### config.mk
export PLATFORM = sky130hd
export DESIGN_NAME = fetch_unit
export DESIGN_NICKNAME = d
export VERILOG_FILES = /design/src/rtl/fetch_unit.sv
export SDC_FILE = /design/constraint.sdc
export NUM_CORES = 1
export LEC_CHECK = 0
export BUFFER_PORTS_ARGS = -buffer_cell sky130_fd_sc_hd__buf_4
export CORE_MARGIN = 3
export CORE_UTILIZATION = 24
export CTS_BUF_LIST = sky130_fd_sc_hd__clkbuf_16
export DETAILED_ROUTE_END_ITERATION = 6
export PLACE_DENSITY = 0.45
export SYNTH_ARGS = -nofsm -noshare
export SYNTH_HDL_FRONTEND = slang
export SYNTH_SLANG_ARGS = --single-unit
### constraint.sdc
create_clock -name clk -period 3.6 [get_ports clk]
set_clock_uncertainty 0.2 [all_clocks]
set_input_delay 0.54 -clock clk [delete_from_list [all_inputs] [get_ports clk]]
set_output_delay 0.54 -clock clk [all_outputs]
set_load 0.05 [all_outputs]
### src/rtl/fetch_unit.sv
// fetch_unit: RISC-V fetch stage with one outstanding imem read and a 2-entry decode queue.
// Optional static JAL prediction is enabled by defining FETCH_JAL_PREDICT_EN.
module fetch_unit #(
  parameter int                    ADDR_WIDTH = 32,
  parameter logic [ADDR_WIDTH-1:0] RESET_PC   = '0
) (
  input  logic                  clk,
  input  logic                  reset,
  input  logic                  pcWriteEnable,
  input  logic [ADDR_WIDTH-1:0] pcWriteData,
  input  logic                  stall,
  output logic                  imemReq,
  output logic [ADDR_WIDTH-1:0] imemAddr,
  input  logic                  imemValid,
  input  logic [31:0]           imemData,
  output logic [ADDR_WIDTH-1:0] PC,
  output logic                  instrValid,
  output logic [31:0]           instr,
  output logic [ADDR_WIDTH-1:0] instrPC,
  output logic                  instrPredTaken
);

  typedef enum logic [1:0] {REQ, WAIT, DROP} state_t;

  typedef struct packed {
    logic [ADDR_WIDTH-1:0] pc;
    logic [31:0]           data;
    logic                  pred;
  } entry_t;

  state_t                state, stateNext;
  entry_t                q0, q1, pushEntry;
  logic [1:0]            count;
  logic                  push, pop, isJal;
  logic [ADDR_WIDTH-1:0] pcStep;

`ifdef FETCH_JAL_PREDICT_EN
  assign isJal  = (imemData[6:0] == 7'b1101111);
  assign pcStep = isJal ? {{(ADDR_WIDTH-21){imemData[31]}}, imemData[31], imemData[19:12],
                           imemData[20], imemData[30:21], 1'b0}
                        : ADDR_WIDTH'(4);
`else
  assign isJal  = 1'b0;
  assign pcStep = ADDR_WIDTH'(4);
`endif

  assign pushEntry = '{pc: PC, data: imemData, pred: isJal};
  assign pop       = (count != 2'd0) && !stall;

  // NOTE: combinational logic uses blocking '=' with every output defaulted first, so no
  // latch can be inferred; state registers below use non-blocking '<=' only.
  always_comb begin
    stateNext = state;
    imemReq   = 1'b0;
    push      = 1'b0;
    unique case (state)
      REQ: begin
        imemReq = (count < 2'd2) && !pcWriteEnable && !reset;
        if (imemReq) stateNext = WAIT;
      end
      WAIT: begin
        if (imemValid) begin
          push      = !pcWriteEnable;
          stateNext = REQ;
        end else if (pcWriteEnable) begin
          stateNext = DROP;
        end
      end
      DROP: if (imemValid) stateNext = REQ;
      default: stateNext = REQ;
    endcase
  end

  always_ff @(posedge clk) begin
    if (reset) state <= REQ;
    else       state <= stateNext;
  end

  // NOTE: the queue entries are reset (not just the count) because the head is visible on
  // instr/instrPC and those outputs must read zero straight out of reset.
  always_ff @(posedge clk) begin
    if (reset) begin
      PC    <= RESET_PC;
      count <= 2'd0;
      q0    <= '0;
      q1    <= '0;
    end else if (pcWriteEnable) begin
      // A redirect wins: flush everything, including a push landing this cycle.
      PC    <= {pcWriteData[ADDR_WIDTH-1:2], 2'b00};
      count <= 2'd0;
    end else begin
      if (push) PC <= PC + pcStep;
      unique case ({push, pop})
        2'b10: begin
          if (count == 2'd0) q0 <= pushEntry;
          else               q1 <= pushEntry;
          count <= count + 2'd1;
        end
        2'b01: begin
          q0    <= q1;
          count <= count - 2'd1;
        end
        2'b11: begin
          if (count == 2'd2) begin
            q0 <= q1;
            q1 <= pushEntry;
          end else begin
            q0 <= pushEntry;
          end
        end
        default: ;
      endcase
    end
  end

  assign imemAddr       = PC;
  assign instrValid     = (count != 2'd0);
  assign instr          = q0.data;
  assign instrPC        = q0.pc;
  assign instrPredTaken = q0.pred;

endmodule

==> results.md, run 1 <==
* Outcome: completed
* Worst skew pair latency at 0.43 ns
* # DRC at 0
* Total core area at ~29,000 µm²
* Vias at 6,421
* Port bufs at 190
* Worst reg2reg startpoint: state[0]$_SDFFE_PP0P_
* Mapped Cells at ~850
* Largest cells by area after synthesis: dfxtp_1, a211oi_1, nand2_1
* Clock tree buffer depth at 2
* N_diodes at 0
* Critical Path End: q1[64]$_SDFFE_PP0P_
* WL final at 22,800 µm
* Root Buffer: clkbuf_16
* CP startpoint: state[0]$_SDFFE_PP0P_
* Die area at 31,600 µm²
* Final slew viol count at 0
* Setup crit end kind: register
* Synthesized area per cell at 8.31 µm²
* RSZ-0062 raised after global routing: false
* Die X at roughly 180 µm
* DRT iter0 DRCs at ~400
* Final setup viols at 0
* Final cycle utilization of the critical path at between 80% and 90%
* # rows at 62
* CP Data Arrival Time at approximately 3.1 ns
* HPWL Detailed at around 15,000 µm
* Nets at between 1,000 and 1,500
* Max_cap viols at 0
* Slew Limit Headroom at between 40% and 50%
* Largest net degree at the start of global routing at 160
* Slowest CP cell: a2111o_2
* Post-synth cell types at 57
* Synth warnings at 0
* Number of fill cells in the layout at about 3,100
* Layout Cells excl Fill at ~1,400
* Total power draw at roughly 4400 µW
* R2R Path End: q1[64]$_SDFFE_PP0P_
* Setup CP Type: reg2reg
* Synth async-reset ratio at 0%
* Crit path required time at approximately 3.7 ns
* Area leader, netlist: dfxtp_1
* Main synth FF type: dfxtp_1
* Startpoint Class: register
* Cts repair resizes at 0
* Min Tclk post-route at about 3 ns
* Clock slew at reported path FFs at roughly 0.070 ns
* DP Area at 8640 µm²
* Die height at ~180 µm
* Placed cells at between 1,000 and 1,500
* Initial antenna violation count at 1
* Top cell type's share of synthesized area at around 45%
* Reg2Reg Setup Slack at 0.57 ns
* Layout cells sized above 1 at approximately 26%
* Initial core utilization at 24.5%
* TNS Setup at 0 ns
* DR WL/cell at between 15 and 20 µm
* Post-route ant nets at 0
* Design area at 9260 µm²
* DR pass1 iterations at 4
* Pwr dens at between 400 and 500 nW/µm²
* Worst r2r path cells at 9
* Worst-path cell chain: nand3b_1 > nand2b_1 > inv_1 > ha_1 > nor2_1 > a2111o_2 > buf_12 > nand2_1 > a21oi_1
* Register area share after synthesis at roughly 45%
* Synth-to-layout area growth at 30.9%
* Io pins at 200
* Via density at between 4 and 5
* Post-CTS Hold Buffers at 0
* Placer Congestion at just over 0.7
* VDD IR-drop max at about 0.00027 V
* Synth Register Bits at around 160
* Max Clock Freq at between 0.3 and 0.4 GHz
* Number of global-route vias before repair at 6,048
* Leak pwr at approximately 0.0035 µW
* Cell Area, Synth at 7080 µm²
* CTS buffer count at 17
* CTS sink count at about 160
* CP max stage delay at 0.66 ns
* # H-tree levels at 4
* Final Hold Viols at 0
* Setup repair bufs after CTS at 0
* CTS tree: built
* First-pass GRT wire length at ~35,000 µm
* Total track usage at 14.3%
* Critical path fanouts, max at 41
* Number of synthesized flops with an enable pin at 0
* Worst Tran Pin Value at ~0.78 ns
* HP Class: in2reg
* GRT overflow at 0
## metrics by stage
stage	setup slack (ns)	utilization (%)	hold WS [ns]
floorplan	0.394	-	0.237
detailed placement	0.409	29.9	0.247
global route	0.296	32.1	0.123
finish	0.575	32.1	0.140
CTS	0.561	32.1	0.106
global placement	0.454	29.9	0.242
## cell usage in the layout (no fill, tap or decap), types with 6 or more instances in the layout
| cell | count |
|---|---|
| conb_1 | 7 |
| buf_12 | 8 |
| buf_4 | 197 |
| or4_1 | 8 |
| a21oi_1 | 65 |
| nor2_1 | 93 |
| o31ai_1 | 7 |
| a22oi_1 | 62 |
| nand3_1 | 6 |
| or3_1 | 7 |
| dfxtp_1 | 158 |
| a211oi_1 | 71 |
| xnor2_1 | 7 |
| nand2_1 | 143 |
| clkbuf_16 | 17 |
| nand4_1 | 10 |
| o21ai_0 | 7 |
| a311oi_1 | 18 |
| nor3_1 | 8 |
| inv_1 | 12 |
## logic make-up (layout without fill, tap and decap cells)
logic type / count (synthesis) / after routing / share of synthesized area, %
xor gates and xnor gates: 11 / 11 / 1.36
adders and majority gates: 5 / 5 / 0.884
muxes: 2 / 2 / 0.301
DFF: 158 / 158 / 44.7
buffers and inverters: 122 / 249 / 9.35
AOI/OAI and AO/OA: 245 / 245 / 24.1
other: 1 / 7 / 0.0530
and+or+nand+nor: 307 / 307 / 19.3
## power by group
part	internal [µW]	switching [µW]	total, µW
combinational	198	397	595
sequential	1790	76.7	1870
clock	1120	845	1970
total	3110	1320	4430
## sequential cells by signal (all words and copies together) (netlist names)
register  count
PC           30
count         2
instr        32
instrPC      30
q1           62
state         2
## area by class of cell
class	instances	area (µm²)	share of cell area [%]
clock buffer	17	425	4.59
inverter	12	45.0	0.486
tap	384	480	5.19
multi-input combinational	577	3310	35.8
timing repair buffer	205	1640	17.7
clock inverter	15	198	2.13
sequential	158	3160	34.1
## critical path, delay by kind of cell, from the launching register on
family                     cells  cell delay, ns
DFF                            1            0.48
buffers and inverters          2            0.38
AOI/OAI and AO/OA              2            0.72
adders and majority gates      1            0.29
and+or+nand+nor                4            0.78
## worst min path at each step
stage / start / endpoint / slack [ns] / depth (start not counted)
after detailed placement: q1[36]$_SDFFE_PP0P_ / q1[36]$_SDFFE_PP0P_ / 0.25 / 2
after global placement: q1[53]$_SDFFE_PP0P_ / q1[53]$_SDFFE_PP0P_ / 0.24 / 2
final: imemValid / state[1]$_SDFFE_PP0P_ / 0.14 / 2
after global routing: imemValid / state[1]$_SDFFE_PP0P_ / 0.12 / 2
after CTS: imemValid / state[1]$_SDFFE_PP0P_ / 0.11 / 2
after floorplan: q1[10]$_SDFFE_PP0P_ / q1[10]$_SDFFE_PP0P_ / 0.24 / 2
## Yosys cell counts, types with 5 or more instances
library cell  instances
ha_1                  5
nor3_1                8
and3_1                5
dfxtp_1             158
o21ai_0               7
nand3_1               6
clkbuf_1             51
a22oi_1              62
nand2_1             143
xnor2_1               7
a311oi_1             18
a21oi_1              66
a211oi_1             72
nand4_1              10
or4_1                 8
or3_1                 7
inv_1                12
buf_2                13
o31ai_1               7
buf_4                38
nor2_1               93
## per-layer routing
metal	share of wire (%)	wire, µm	global-route usage (%)	up-vias
met5	0.057	13	0	-
met4	0.77	176	3.37	2
met3	6.1	1400	3.72	14
met2	46	10400	22.1	162
met1	47	10800	19.8	2978
li1	-	-	-	3265
No activity file was read; power rests on OpenSTA's default activity.
==> run 2: changes to the inputs <==
--- a/config.mk
+++ b/config.mk
@@ -5,12 +5,13 @@
 export SDC_FILE = /design/constraint.sdc
 export NUM_CORES = 1
 export LEC_CHECK = 0
+export ABC_AREA = 1
 export BUFFER_PORTS_ARGS = -buffer_cell sky130_fd_sc_hd__buf_4
 export CORE_MARGIN = 3
 export CORE_UTILIZATION = 24
 export CTS_BUF_LIST = sky130_fd_sc_hd__clkbuf_16
 export DETAILED_ROUTE_END_ITERATION = 6
-export PLACE_DENSITY = 0.45
+export PLACE_DENSITY = 0.44
 export SYNTH_ARGS = -nofsm -noshare
 export SYNTH_HDL_FRONTEND = slang
 export SYNTH_SLANG_ARGS = --single-unit
==> constraint.sdc (replaced) <==
create_clock -name clk -period 3.1 [get_ports clk]
set_clock_uncertainty 0.2 [all_clocks]
set_input_delay 0.465 -clock clk [delete_from_list [all_inputs] [get_ports clk]]
set_output_delay 0.465 -clock clk [all_outputs]
set_load 0.05 [all_outputs]
==> run 2 against run 1 <==
Worst setup slack worse by 0.32 ns. Wire length increased by 11%. Area after synthesis grew 11%. Design area increased by 8.6%. Critical path depth grew 3. Maximum frequency rose by 6.5%. Sequential cell count unchanged. Via count increased by 15%. Non-clock buffer count increased by 3. Final cell count is 26% higher. Critical endpoint is now instr[23]$_SDFFE_PP0P_. Highest routed layer is now met4.
==> results.md, run 2 <==
* Worst skew pair latency at 0.43 ns (about the same)
* # rows at 65 (was 62)
* Initial antenna violation count at 0 (was 1)
* HPWL Detailed at 17,100 µm (was 14,600 µm)
* HP Class: in2reg (unchanged)
* Synth Register Bits at 158 (unchanged)
* Reg2Reg Setup Slack at 0.26 ns (was 0.57 ns)
* VDD IR-drop max at 0.000393 V (was 0.000271 V)
* Max Clock Freq at 0.352 GHz (was 0.331 GHz)
* CTS tree: built (unchanged)
* Cts repair resizes at 0 (unchanged)
* CTS sink count at 158 (unchanged)
* Max_cap viols at 0 (unchanged)
* Critical path fanouts, max at 30 (was 41)
* Startpoint Class: register (unchanged)
* Nets at 1,352 (was 1,045)
* Vias at 7,391 (was 6,421)
* Register area share after synthesis at 40.2% (was 44.7%)
* DR pass1 iterations at 4 (unchanged)
* Placer Congestion at 0.836 (was 0.708)
* Initial core utilization at 24.7% (was 24.5%)
* Worst Tran Pin Value at 0.981 ns (was 0.776 ns)
* Top cell type's share of synthesized area at 40.2% (was 44.7%)
* R2R Path End: instr[23]$_SDFFE_PP0P_ (was q1[64]$_SDFFE_PP0P_)
* # DRC at 0 (unchanged)
* Die area at 35,000 µm² (was 31,600 µm²)
* Most common cell in the synthesized netlist: inv_1 (was dfxtp_1)
* Min Tclk post-route at 2.84 ns (was 3.03 ns)
* Mapped Cells at 1,152 (was 851)
* TNS Setup at 0 ns (unchanged)
* Die height at 187 µm (was 178 µm)
* Root Buffer: clkbuf_16 (unchanged)
* Switch Pwr at 1480 µW (was 1320 µW)
* Clock slew at reported path FFs at 0.08 ns (was 0.07 ns)
* Worst-path cell chain: inv_1 > nor2_1 > nand2_1 > nor2_1 > ha_1 > inv_1 > o21bai_4 > buf_4 > nand3_1 > o21ai_0 > o21ai_1 > inv_1 (was nand3b_1 > nand2b_1 > inv_1 > ha_1 > nor2_1 > a2111o_2 > buf_12 > nand2_1 > a21oi_1)
* CP startpoint: state[0]$_SDFFE_PP0P_ (unchanged)
* Comb pwr share at 12.7% (was 13.4%)
* Design area at 10,100 µm² (was 9260 µm²)
* Sw Ratio at 29.3% (was 29.8%)
* Synth-to-layout area growth at 28.0% (was 30.9%)
* Most flops, register: q1 (unchanged)
* CP Data Arrival Time at 3.01 ns (was 3.10 ns)
* Area leader, netlist: dfxtp_1 (unchanged)
* Largest cells by area after synthesis: dfxtp_1, inv_1, a21oi_1 (was dfxtp_1, a211oi_1, nand2_1)
* Post-synth cell types at 34 (was 57)
* Slew Limit Headroom at 34.5% (was 48.3%)
* N_diodes at 0 (unchanged)
* Most used cell, CP: inv_1
* Synthesized area per cell at 6.82 µm² (was 8.31 µm²)
* Number of global-route vias before repair at 6,789 (was 6,048)
* Largest net degree at the start of global routing at 125 (was 160)
* Pwr dens at 501 nW/µm² (was 478 nW/µm²)
* Layout cells sized above 1 at 19.9% (was 25.9%)
* Die X at 187 µm (was 178 µm)
* Outcome: completed (unchanged)
* Commonest non-fill, non-tap cell in the layout: inv_1 (was buf_4)
* Setup repair bufs after CTS at 0 (unchanged)
* Slowest CP cell: o21bai_4 (was a2111o_2)
* Final setup viols at 0 (unchanged)
* Number of synthesized flops with an enable pin at 0 (unchanged)
* Synth async-reset ratio at 0% (unchanged)
* Post-route ant nets at 0 (unchanged)
* Sequential Power Share at 42.0% (was 42.2%)
* Final Hold Viols at 0 (unchanged)
* Main synth FF type: dfxtp_1 (unchanged)
* Critical Path End: instr[23]$_SDFFE_PP0P_ (was q1[64]$_SDFFE_PP0P_)
* Total core area at 31,900 µm² (was 28,900 µm²)
* Leak pwr at 0.00458 µW (was 0.00345 µW)
* Clock tree buffer depth at 2 (unchanged)
* CP max stage delay at 0.77 ns (was 0.66 ns)
* Via density at 4.28 (was 4.69)
* Synth warnings at 0 (unchanged)
* Final slew viol count at 0 (unchanged)
* Clock network power share at 45.3% (was 44.4%)
* CTS buffer count at 17 (unchanged)
* Io pins at 200 (unchanged)
* Most frequent cells in the layout: inv_1, buf_4, dfxtp_1, a21oi_1, o21ai_0 (was buf_4, dfxtp_1, nand2_1, nor2_1, a211oi_1)
* Top post-synthesis cells by count: inv_1, dfxtp_1, a21oi_1 (was dfxtp_1, nand2_1, nor2_1)
* Core Util, Final at 31.6% (was 32.1%)
* Cell Area, Synth at 7860 µm² (was 7080 µm²)
* DR WL/cell at 14.6 µm (was 16.7 µm)
* Number of fill cells in the layout at 3,575 (was 3,075)
* Worst r2r path cells at 12 (was 9)
* Number of flip-flops in the largest register at 62 (unchanged)
* DRT iter0 DRCs at 342 (was 399)
* WL final at 25,200 µm (was 22,800 µm)
* RSZ-0062 raised after global routing: false (unchanged)
* Post-CTS Hold Buffers at 0 (unchanged)
* # H-tree levels at 4 (unchanged)
* Final cycle utilization of the critical path at 91.6% (was 84.0%)
* Int Power at 3570 µW (was 3110 µW)
* DP Area at 9440 µm² (was 8640 µm²)
* Setup CP Type: reg2reg (unchanged)
* Worst reg2reg startpoint: state[0]$_SDFFE_PP0P_ (unchanged)
* First-pass GRT wire length at 38,900 µm (was 35,200 µm)
* GRT overflow at 0 (unchanged)
* Total track usage at 14.0% (was 14.3%)
* Crit path required time at 3.27 ns (was 3.67 ns)
* Port bufs at 190 (unchanged)
* Setup crit end kind: register (unchanged)
run 2: logic make-up after synthesis:
group,share of synthesized area (%)
xor gates and xnor gates,0.669
AOI/OAI and AO/OA,24.0
DFF,40.2
adders and majority gates,0.796
and+or+nand+nor,15.9
other,0.0477
buffers and inverters,18.3
run 2: stage by stage:
stage	std cells	power [µW]	hold slack, ns	setup WS, ns
floorplan	1158	2600	0.256	0.117
global placement	1694	2810	0.288	0.154
detailed placement	1694	2820	0.283	0.124
CTS	1726	5140	0.0686	0.221
global route	1726	5270	0.0810	0.00147
finish	1726	5050	0.0925	0.259
run 2: final cells by class:
class / instances / area (µm²) / area share, %
Sequential cell: 158 / 3160 / 31.4
Clock inverter: 15 / 199 / 1.98
Clock buffer: 17 / 425 / 4.23
Tap cell: 435 / 544 / 5.41
Inverter: 218 / 820 / 8.14
Timing Repair Buffer: 208 / 1610 / 16.0
Multi-Input combinational cell: 675 / 3300 / 32.8
run 2: power by group through the flow:
stage | registers (µW) | logic, µW | clock network, µW
final | 2120 | 642 | 2280
after global routing | 2130 | 690 | 2460
after CTS | 2120 | 649 | 2370
after detailed placement | 2170 | 647 | 0
after global placement | 2170 | 648 | 0
after floorplan | 2280 | 323 | 0
run 2: worst min-delay path by stage:
| stage | from | to | slack [ns] | cells after the start |
|---|---|---|---|---|
| 2_1_floorplan | count[1]$_SDFFE_PP0P_ | count[1]$_SDFFE_PP0P_ | 0.26 | 1 |
| 3_3_place_gp | count[1]$_SDFFE_PP0P_ | count[1]$_SDFFE_PP0P_ | 0.29 | 1 |
| 3_5_place_dp | count[1]$_SDFFE_PP0P_ | count[1]$_SDFFE_PP0P_ | 0.28 | 1 |
| 4_1_cts | imemData[17] | q1[18]$_SDFFE_PP0P_ | 0.07 | 3 |
| 5_1_grt | imemData[9] | q1[10]$_SDFFE_PP0P_ | 0.08 | 3 |
| 6_report | imemData[24] | q1[25]$_SDFFE_PP0P_ | 0.09 | 3 |
run 2: critical path: cells and delay by family (launching register included):
kind / cells / cell delay [ns]
AOI/OAI and AO/OA: 3 / 0.96
and+or+nand+nor: 4 / 0.41
DFF: 1 / 0.34
buffers and inverters: 4 / 0.56
adders and majority gates: 1 / 0.28
run 2: layer usage:
layer	track usage [%]	wire length (µm)	vias to the layer above	part of all wire [%]
li1	-	-	3922	-
met1	20.0	13100	3281	52
met2	21.6	10800	176	43
met3	3.22	1120	12	4.4
met4	2.94	182	0	0.72
met5	0	0	-	0
